**src/rtl/period_freq_meter.sv**
```systemverilog
// period_freq_meter
//   Reciprocal frequency meter. Counts reference-clock ticks over 2^AVG_LOG2
//   periods of the asynchronous input cin, divides (K << AVG_LOG2) by that
//   count with a 1 bit/cycle restoring divider, converts the quotient to BCD
//   with a 1 bit/cycle double-dabble and presents it on data with a valid
//   pulse.
//
//   Optional feature macro: PFM_TIMEOUT_EN
//     defined   : a period count reaching 2^CNT_W-1 ends the measurement with
//                 data=0, ovf=0, tmo=1; port tmo exists.
//     undefined : the period counter saturates and the meter waits for a rise.
//
//   Ports
//     clk    in   reference clock, all logic rising-edge
//     Rst    in   asynchronous active-high reset
//     cin    in   measured signal, asynchronous to clk
//     data   out  4*DIGITS BCD result, digit 0 in data[3:0]
//     valid  out  one-cycle pulse when data updates
//     busy   out  high while dividing or converting
//     ovf    out  result saturated to all nines
//     tmo    out  measurement timed out (PFM_TIMEOUT_EN only)
module period_freq_meter #(
   parameter int CNT_W    = 24,
   parameter int Q_W      = 24,
   parameter int DIGITS   = 6,
   parameter int K        = 25000,
   parameter int AVG_LOG2 = 0
) (
   input  logic                clk,
   input  logic                Rst,
   input  logic                cin,
   output logic [4*DIGITS-1:0] data,
   output logic                valid,
   output logic                busy,
   output logic                ovf
`ifdef PFM_TIMEOUT_EN
   ,
   output logic                tmo
`endif
);

   function automatic logic [63:0] f_pow10(input int n);
      logic [63:0] p;
      p = 64'd1;
      for (int i = 0; i < n; i++) p = p * 64'd10;
      return p;
   endfunction

   function automatic logic [4*DIGITS-1:0] f_all9();
      logic [4*DIGITS-1:0] v;
      v = '0;
      for (int i = 0; i < DIGITS; i++) v[4*i +: 4] = 4'd9;
      return v;
   endfunction

   // Double-dabble correction: any digit >= 5 gets +3 before the shift.
   function automatic logic [4*DIGITS-1:0] f_dabble(input logic [4*DIGITS-1:0] b);
      logic [4*DIGITS-1:0] v;
      v = b;
      for (int i = 0; i < DIGITS; i++)
         if (b[4*i +: 4] >= 4'd5) v[4*i +: 4] = b[4*i +: 4] + 4'd3;
      return v;
   endfunction

   localparam logic [CNT_W-1:0]    CNT_MAX  = '1;
   localparam logic [Q_W-1:0]      NUM      = Q_W'(longint'(K) << AVG_LOG2);
   localparam logic [AVG_LOG2:0]   EDGE_TGT = (AVG_LOG2+1)'(64'd1 << AVG_LOG2);
   localparam int                  STEP_W   = $clog2(Q_W);
   localparam logic [STEP_W-1:0]   STEP_END = STEP_W'(Q_W-1);
   localparam logic [63:0]         DEC_LIM  = f_pow10(DIGITS);
   localparam logic [4*DIGITS-1:0] ALL9     = f_all9();

   generate
      if ((64'(K) << AVG_LOG2) >= (64'd1 << Q_W)) begin : g_num_chk
         $error("period_freq_meter: K << AVG_LOG2 does not fit in Q_W bits");
      end
   endgenerate

   typedef enum logic [2:0] {S_IDLE, S_COUNT, S_DIV, S_BCD, S_DONE} state_t;
   state_t r_state, w_state_nxt;

   logic                r_sync1, r_sync2, r_sync3;
   logic [CNT_W-1:0]    r_cnt, r_den, r_rem;
   logic [AVG_LOG2:0]   r_edges;
   logic [Q_W-1:0]      r_quo;
   logic [STEP_W-1:0]   r_step;
   logic [4*DIGITS-1:0] r_bcd, r_data;
   logic                r_ovf_q, r_ovf, r_valid;
`ifdef PFM_TIMEOUT_EN
   logic                r_tmo;
`endif

   logic                w_rise, w_close, w_step_last, w_tmo_hit, w_ge;
   logic [CNT_W-1:0]    w_cnt_inc, w_sub, w_rem_nxt;
   logic [AVG_LOG2:0]   w_edges_inc;
   logic [CNT_W:0]      w_shift;
   logic [Q_W-1:0]      w_quo_step, w_quo_fin;
   logic [4*DIGITS-1:0] w_dab, w_bcd_step;

   assign w_rise      = r_sync2 & ~r_sync3;
   assign w_cnt_inc   = (r_cnt == CNT_MAX) ? r_cnt : r_cnt + 1'b1;
   assign w_edges_inc = r_edges + 1'b1;
   // The closing rise's cycle is included in the latched count.
   assign w_close     = (r_state == S_COUNT) && w_rise && (w_edges_inc == EDGE_TGT);
   assign w_step_last = (r_step == STEP_END);
`ifdef PFM_TIMEOUT_EN
   assign w_tmo_hit   = (r_state == S_COUNT) && !w_close && (r_cnt == CNT_MAX);
`else
   assign w_tmo_hit   = 1'b0;
`endif

   // Restoring divider step: numerator bits shift out of r_quo MSB-first,
   // quotient bits shift in at the LSB.
   assign w_shift    = {r_rem, r_quo[Q_W-1]};
   assign w_ge       = (w_shift >= {1'b0, r_den});
   assign w_sub      = CNT_W'(w_shift - {1'b0, r_den});
   assign w_rem_nxt  = w_ge ? w_sub : w_shift[CNT_W-1:0];
   assign w_quo_step = {r_quo[Q_W-2:0], w_ge};
   assign w_quo_fin  = (r_den == '0) ? '1 : w_quo_step;

   assign w_dab      = f_dabble(r_bcd);
   assign w_bcd_step = {w_dab[4*DIGITS-2:0], r_quo[Q_W-1]};

   always_ff @(posedge clk or posedge Rst) begin
      if (Rst) r_state <= S_IDLE;
      else     r_state <= w_state_nxt;
   end

   always_comb begin
      w_state_nxt = r_state;
      case (r_state)
         S_IDLE:  if (w_rise) w_state_nxt = S_COUNT;
         S_COUNT: begin
            if (w_close)        w_state_nxt = S_DIV;
            else if (w_tmo_hit) w_state_nxt = S_DONE;
         end
         S_DIV:   if (w_step_last) w_state_nxt = S_BCD;
         S_BCD:   if (w_step_last) w_state_nxt = S_DONE;
         S_DONE:  w_state_nxt = S_IDLE;
         default: w_state_nxt = S_IDLE;
      endcase
   end

   always_ff @(posedge clk or posedge Rst) begin
      if (Rst) begin
         r_sync1 <= 1'b0;
         r_sync2 <= 1'b0;
         r_sync3 <= 1'b0;
         r_cnt   <= '0;
         r_edges <= '0;
         r_den   <= '0;
         r_rem   <= '0;
         r_quo   <= '0;
         r_step  <= '0;
         r_bcd   <= '0;
         r_ovf_q <= 1'b0;
         r_data  <= '0;
         r_ovf   <= 1'b0;
         r_valid <= 1'b0;
`ifdef PFM_TIMEOUT_EN
         r_tmo   <= 1'b0;
`endif
      end else begin
         r_sync1 <= cin;
         r_sync2 <= r_sync1;
         r_sync3 <= r_sync2;
         r_valid <= 1'b0;
         case (r_state)
            S_IDLE: begin
               if (w_rise) begin
                  r_cnt   <= '0;
                  r_edges <= '0;
               end
            end
            S_COUNT: begin
               r_cnt <= w_cnt_inc;
               if (w_rise) r_edges <= w_edges_inc;
               if (w_close) begin
                  r_den  <= w_cnt_inc;
                  r_rem  <= '0;
                  r_quo  <= NUM;
                  r_step <= '0;
               end else if (w_tmo_hit) begin
                  r_data  <= '0;
                  r_ovf   <= 1'b0;
                  r_valid <= 1'b1;
`ifdef PFM_TIMEOUT_EN
                  r_tmo   <= 1'b1;
`endif
               end
            end
            S_DIV: begin
               r_rem  <= w_rem_nxt;
               r_step <= r_step + 1'b1;
               if (w_step_last) begin
                  r_quo   <= w_quo_fin;
                  r_ovf_q <= (64'(w_quo_fin) >= DEC_LIM);
                  r_bcd   <= '0;
                  r_step  <= '0;
               end else begin
                  r_quo <= w_quo_step;
               end
            end
            S_BCD: begin
               r_bcd  <= w_bcd_step;
               r_quo  <= {r_quo[Q_W-2:0], 1'b0};
               r_step <= r_step + 1'b1;
               if (w_step_last) begin
                  r_step  <= '0;
                  r_data  <= r_ovf_q ? ALL9 : w_bcd_step;
                  r_ovf   <= r_ovf_q;
                  r_valid <= 1'b1;
`ifdef PFM_TIMEOUT_EN
                  r_tmo   <= 1'b0;
`endif
               end
            end
            default: ;
         endcase
      end
   end

   assign data  = r_data;
   assign valid = r_valid;
   assign ovf   = r_ovf;
   assign busy  = (r_state == S_DIV) || (r_state == S_BCD);
`ifdef PFM_TIMEOUT_EN
   assign tmo   = r_tmo;
`endif

endmodule
```
**config.mk**
```make
export PLATFORM = sky130hd
export DESIGN_NAME = period_freq_meter
export DESIGN_NICKNAME = d
export VERILOG_FILES = /design/src/rtl/period_freq_meter.sv
export SDC_FILE = /design/constraint.sdc
export NUM_CORES = 1
export LEC_CHECK = 0
export ABC_AREA = 1
export ABC_CLOCK_PERIOD_IN_PS = 4850
export BUFFER_PORTS_ARGS = -buffer_cell sky130_fd_sc_hd__clkbuf_2
export CAP_MARGIN = 20
export CORE_UTILIZATION = 42
export CTS_CLUSTER_SIZE = 20
export DETAILED_ROUTE_END_ITERATION = 16
export GPL_ROUTABILITY_DRIVEN = 0
export HOLD_SLACK_MARGIN = 0.02
export PLACE_DENSITY = 0.67
export SYNTH_ARGS = -nofsm -noshare
export SYNTH_HDL_FRONTEND = slang
export SYNTH_SLANG_ARGS = --single-unit
```
**constraint.sdc**
```tcl
create_clock -name clk -period 4.85 [get_ports clk]
set_input_delay 0.7275 -clock clk [delete_from_list [all_inputs] [get_ports clk]]
set_output_delay 0.7275 -clock clk [all_outputs]
set_load 0.05 [all_outputs]
```
==> impl_metrics.json, run 1 <==
{
  "reg2reg_from": "r_den[22]",
  "yosysWarnings": 0,
  "min_path_cells": 0,
  "critPathMostFrequentCell": "nand2_1",
  "grt_max_degree": 122,
  "slew_headroom_pct": 40.8,
  "core-area_um2": 22600,
  "seqPwrFrac_pct": 28.7,
  "ys_types": 41,
  "fin_hold_ws_ns": 0.353,
  "grtUsageTotal_pct": 21.5,
  "portBuffers": 29,
  "clkLatencyLatePin_ns": 0.44,
  "final_layout_size_suffix_gt1_share_pct": 8.27,
  "worstPathArrival_ns": 3.26,
  "worstSetupPathType": "flop to flop",
  "setup_tns_ns": 0,
  "tritoncts": "yes",
  "finalMaxSlewViolations": 0,
  "max_cap_violations": 0,
  "cts_root_buf": "clkbuf_16",
  "fp-row-count": 55,
  "diodes": 0,
  "min_period_ns": 2.93,
  "fin_nets": 1372,
  "crit_path_start_kind": "flop",
  "hold_viol": 0,
  "hpwl_um": 17200,
  "grt_setup_unrepaired": "false",
  "crit_fanout": 25,
  "required_ns": 5.18,
  "p_int_mw": 3.52,
  "switching_share_pct": 48.1,
  "die_w_um": 153,
  "num_io_pins": 30,
  "synthArstFlopShare_pct": 100,
  "synth_edf_count": 0,
  "path_clk_slew_ns": 0.07,
  "ir_worst_vdd_v": 0.000272,
  "final_common_cell": "nand2_1",
  "ant_nets": 0,
  "period_share_pct": 60.3,
  "worstPathCellList": "inv_1, ha_1, nand2_1, inv_1, nand2_1, inv_1, nand2_1, nand2_1, a21oi_4, nand3_4, nand2_1, nand2_1, nand2_1, nand2_1",
  "ys_seq_area_share_pct": 41.3,
  "grt_pass1_vias": 8245,
  "globalRouteOverflowTotal": 0,
  "first_pass_iters": 5,
  "synthCells": 1315,
  "timing.rr.end": "r_rem[20]",
  "slowest_delay_ns": 0.58,
  "dr.first_iter.drc_count": 689,
  "rr_worst_depth": 14,
  "rrSetupSlack_ns": 1.92,
  "initial_core_util_pct": 42.7,
  "synthFlopType": "dfrtp_1",
  "setup_violations": 0,
  "path_delay_family": "simple AND/OR/NAND/NOR gates",
  "hold_path_class": "flop to flop",
  "critPathBufInv": 3,
  "avgSynthCellArea_um2": 7.33,
  "via_per_inst": 5.18,
  "slowest_stage": "a21oi_4",
  "clock_skew_ns": 0.0222,
  "h-tree-depth": 4,
  "cts_hold_buffers": 0,
  "max_freq_mhz": 342,
  "status": "finished, final reports clean",
  "tightest_slew_ns": 0.885,
  "ys_ff_latch": 159,
  "leakagePower_nw": 5.46,
  "layout_common_cells": "403 x nand2_1, 208 x inv_1, 159 x dfrtp_1",
  "total_power_mw": 6.79,
  "vias": 8432,
  "syn_to_final_growth_pct": 10.0,
  "numCtsBuffers": 17,
  "pwr-share-clk_pct": 20.1,
  "hp-start": "r_sync1",
  "post_drt_wl_per_cell_um": 14.8,
  "synth_area_um2": 9640,
  "powerDensity_nw_per_um2": 640,
  "switchingPower_mw": 3.26,
  "cts_resized": 0,
  "antenna_found_initial": 0,
  "cts_setup_buffers": 0,
  "clockBufferDepth": 2,
  "worstSetupEndpointType": "flop",
  "syn_nets": 1357,
  "fp.dieH_um": 153,
  "holdPathEnd": "r_sync2",
  "grt_pass1_wl_um": 40800,
  "final_core_util_pct": 47.0,
  "pwr-share-comb_pct": 51.3,
  "clock-sinks": 159,
  "post-route-drc-count": 0,
  "dieArea_um2": 23600,
  "drt-total-wl_um": 24100
}
==> cells in the mapped netlist (14+ instances only) <==
library cell / number / share of area [%]
nand3_1: 71 / 3.7
inv_1: 209 / 8.1
o22ai_1: 25 / 1.6
ha_1: 38 / 4.9
o221ai_1: 14 / 1.3
nand2_1: 403 / 16
buf_2: 21 / 1.1
dfrtp_1: 159 / 41
nand4_1: 35 / 2.3
xor2_1: 28 / 2.5
a21oi_1: 35 / 1.8
nor2_1: 89 / 3.5
o21ai_0: 64 / 3.3
nor3_1: 15 / 0.78
==> through the flow <==
step           area (um^2)  setup slack (ns)  cells
6_report             10600              1.92   1628
5_1_grt              10600              1.72   1628
4_1_cts              10600              1.96   1628
3_5_place_dp          9990              1.95   1596
3_3_place_gp          9990              2.07   1596
2_1_floorplan         9640              2.11   1315
==> cell type report <==
type / count / area, um^2
fill: 2265 / 12000
multi-input combinational: 900 / 4650
tap: 285 / 357
inverter: 220 / 830
sequential: 159 / 3980
clock inverter: 15 / 186
timing repair buffer: 32 / 180
clock buffer: 17 / 425
==> per-layer routing <==
metal | up-vias | wire, um | GRT usage, %
met1 | 3955 | 11100 | 29.1
met5 | - | 0 | 0
met4 | 0 | 586 | 7.76
met2 | 219 | 11300 | 34.9
li1 | 4221 | - | -
met3 | 37 | 1150 | 3.12
==> logic make-up after synthesis <==
kind of cell	after synthesis	share of synthesized area [%]
compound gates	170	10.5
xor+xnor	37	3.36
fa+ha+maj	39	5.14
buf+inv	256	10.6
flops	159	41.3
simple gates	654	29.2
==> worst max path at each step <==
stage                    from         to  slack, ns  cells after the start
floorplan                 Rst    data[0]       2.11                      1
global placement    r_den[22]  r_rem[20]       2.07                     14
detailed placement  r_den[22]  r_rem[20]       1.95                     14
CTS                 r_den[22]  r_rem[20]       1.96                     14
global route        r_den[22]  r_rem[21]       1.72                     14
finish              r_den[22]  r_rem[20]       1.92                     14
==> sequential cells by signal, indices dropped and copies added (netlist names) <==
register and flops:
data 24, r_bcd 24, r_cnt 24, r_den 24, r_quo 24, r_rem 24
r_step 5, r_state 3, ovf 1, r_edges 1, r_ovf_q 1, r_sync1 1
r_sync2 1, r_sync3 1, valid 1
==> worst reg2reg max path, stage by stage, from the launching register on <==
cell	delay (ns)
dfrtp_1	0.37
inv_1	0.06
ha_1	0.37
nand2_1	0.13
inv_1	0.06
nand2_1	0.15
inv_1	0.06
nand2_1	0.06
nand2_1	0.11
a21oi_4	0.58
nand3_4	0.46
nand2_1	0.23
nand2_1	0.08
nand2_1	0.06
nand2_1	0.04
==> power by group through the flow <==
stage | logic [mW] | clock network [mW] | registers, mW
floorplan | 2.52 | 0 | 2.10
global placement | 3.39 | 0 | 1.95
finish | 3.48 | 1.36 | 1.94
global route | 3.94 | 1.45 | 1.99
CTS | 3.46 | 1.39 | 1.94
detailed placement | 3.43 | 0 | 1.96
Power figures use the tool's default switching activity.
==> inputs of run 2 (changes only) <==
Settings changed: ABC_CLOCK_PERIOD_IN_PS 4850 to 3000, PLACE_DENSITY 0.67 to 0.65.
Clock period 4.85 ns to 3 ns, I/O delays scaled along.
==> impl_metrics.json, run 2 (synthesis results as in run 1) <==
{
  "num_io_pins": 30,
  "fp-row-count": 55,
  "final_layout_size_suffix_gt1_share_pct": 8.74,
  "post-route-drc-count": 0,
  "diodes": 0,
  "post_drt_wl_per_cell_um": 14.8,
  "final_core_util_pct": 47.3,
  "crit_fanout": 25,
  "max_cap_violations": 0,
  "tightest_slew_ns": 0.731,
  "ir_worst_vdd_v": 0.000439,
  "cts_hold_buffers": 0,
  "vias": 8464,
  "final_cells": 1635,
  "place_area_um2": 10100,
  "leakagePower_nw": 5.50,
  "core-area_um2": 22600,
  "clockBufferDepth": 2,
  "path_clk_slew_ns": 0.07,
  "hold_path_class": "input port to asynchronous set/reset pin",
  "clkLatencyLatePin_ns": 0.45,
  "clock-sinks": 159,
  "period_share_pct": 79.1,
  "hold_viol": 0,
  "slew_headroom_pct": 51.2,
  "globalRouteOverflowTotal": 0,
  "grtUsageTotal_pct": 21.6,
  "hpwl_um": 17400,
  "worstPathArrival_ns": 2.70,
  "final_area_um2": 10700,
  "cts_setup_buffers": 0,
  "drt-total-wl_um": 24200,
  "min_period_ns": 2.37,
  "finalMaxSlewViolations": 0,
  "cts_root_buf": "clkbuf_16",
  "layout_common_cells": "403 x nand2_1, 208 x inv_1, 159 x dfrtp_1",
  "max_freq_mhz": 421,
  "grt_setup_unrepaired": "false",
  "tritoncts": "yes",
  "grt_max_degree": 50,
  "numPlacedInstances": 1603,
  "critPathMostFrequentCell": "nand2_1",
  "worstSetupPathType": "flop to flop",
  "cts_resized": 0,
  "final_common_cell": "nand2_1",
  "fp.dieH_um": 153,
  "grt_pass1_wl_um": 41000,
  "worstSetupEndpointType": "flop",
  "fin_nets": 1379,
  "dieArea_um2": 23600,
  "grt_pass1_vias": 8120,
  "syn_to_final_growth_pct": 10.8,
  "numCtsBuffers": 17,
  "first_pass_iters": 5,
  "crit_path_start_kind": "flop",
  "ant_nets": 0,
  "dr.first_iter.drc_count": 517,
  "h-tree-depth": 4,
  "via_per_inst": 5.18,
  "required_ns": 3.33,
  "initial_core_util_pct": 42.7,
  "portBuffers": 29,
  "setup_tns_ns": 0,
  "status": "finished, final reports clean",
  "clock_skew_ns": 0.0172,
  "antenna_found_initial": 0,
  "slowest_stage": "dfrtp_1",
  "setup_violations": 0,
  "slowest_delay_ns": 0.38,
  "die_w_um": 153,
  "worstPathCellList": "inv_1, ha_1, nand2_1, nor2_2, nand2_1, nor2_1, nand3_2, nand3_4, nand3_1, nand2_1, nand2_1",
  "powerDensity_nw_per_um2": 1030
}
## run 2: power by group
group / total (mW) / switching (mW) / internal, mW
combinational: 5.60 / 3.77 / 1.84
sequential: 3.15 / 0.404 / 2.75
clock: 2.20 / 1.07 / 1.13
## run 2: path summary, 6_finish.rpt
path / end / slack [ns] / cells after the start / startpoint
worst min-delay path: r_quo[12] / 0.11 / 2 / Rst
worst min register to register: r_sync2 / 0.35 / 0 / r_sync1
worst max-delay path: r_rem[21] / 0.63 / 11 / r_den[9]
max in group asynchronous: data[3] / 2.21 / 3 / Rst
min in group clk: r_sync1 / 0.13 / 1 / cin
worst max register to register: r_rem[21] / 0.63 / 11 / r_den[9]
## run 2: layout make-up
| type | count | area, um^2 |
|---|---|---|
| Inverter | 220 | 830 |
| Tap cell | 285 | 357 |
| Clock buffer | 17 | 425 |
| Sequential cell | 159 | 3980 |
| Clock inverter | 15 | 186 |
| Multi-Input combinational cell | 900 | 4650 |
| Timing Repair Buffer | 39 | 258 |
| Fill cell | 2198 | 11900 |
## run 2: stage by stage
step	setup slack, ns	hold slack (ns)	total power, mW
2_1_floorplan	0.535	0.331	7.46
3_3_place_gp	0.601	0.339	8.67
3_5_place_dp	0.643	0.337	8.76
4_1_cts	0.633	0.110	11.0
5_1_grt	0.364	0.112	11.9
6_report	0.626	0.111	11.0
## run 2: worst max-delay path: cells and delay by family, from the launching register on
family / cells / cell delay, ns
fa+ha+maj: 1 / 0.37
flops: 1 / 0.38
simple gates: 9 / 1.40
buf+inv: 1 / 0.10
## run 2: metal layers
metal	up-vias	global-route usage (%)	share of wire (%)
met3	32	3.18	4.1
met2	193	34.5	46
met5	-	0	0
met1	4001	30.2	48
li1	4238	-	-
met4	0	6.38	1.8
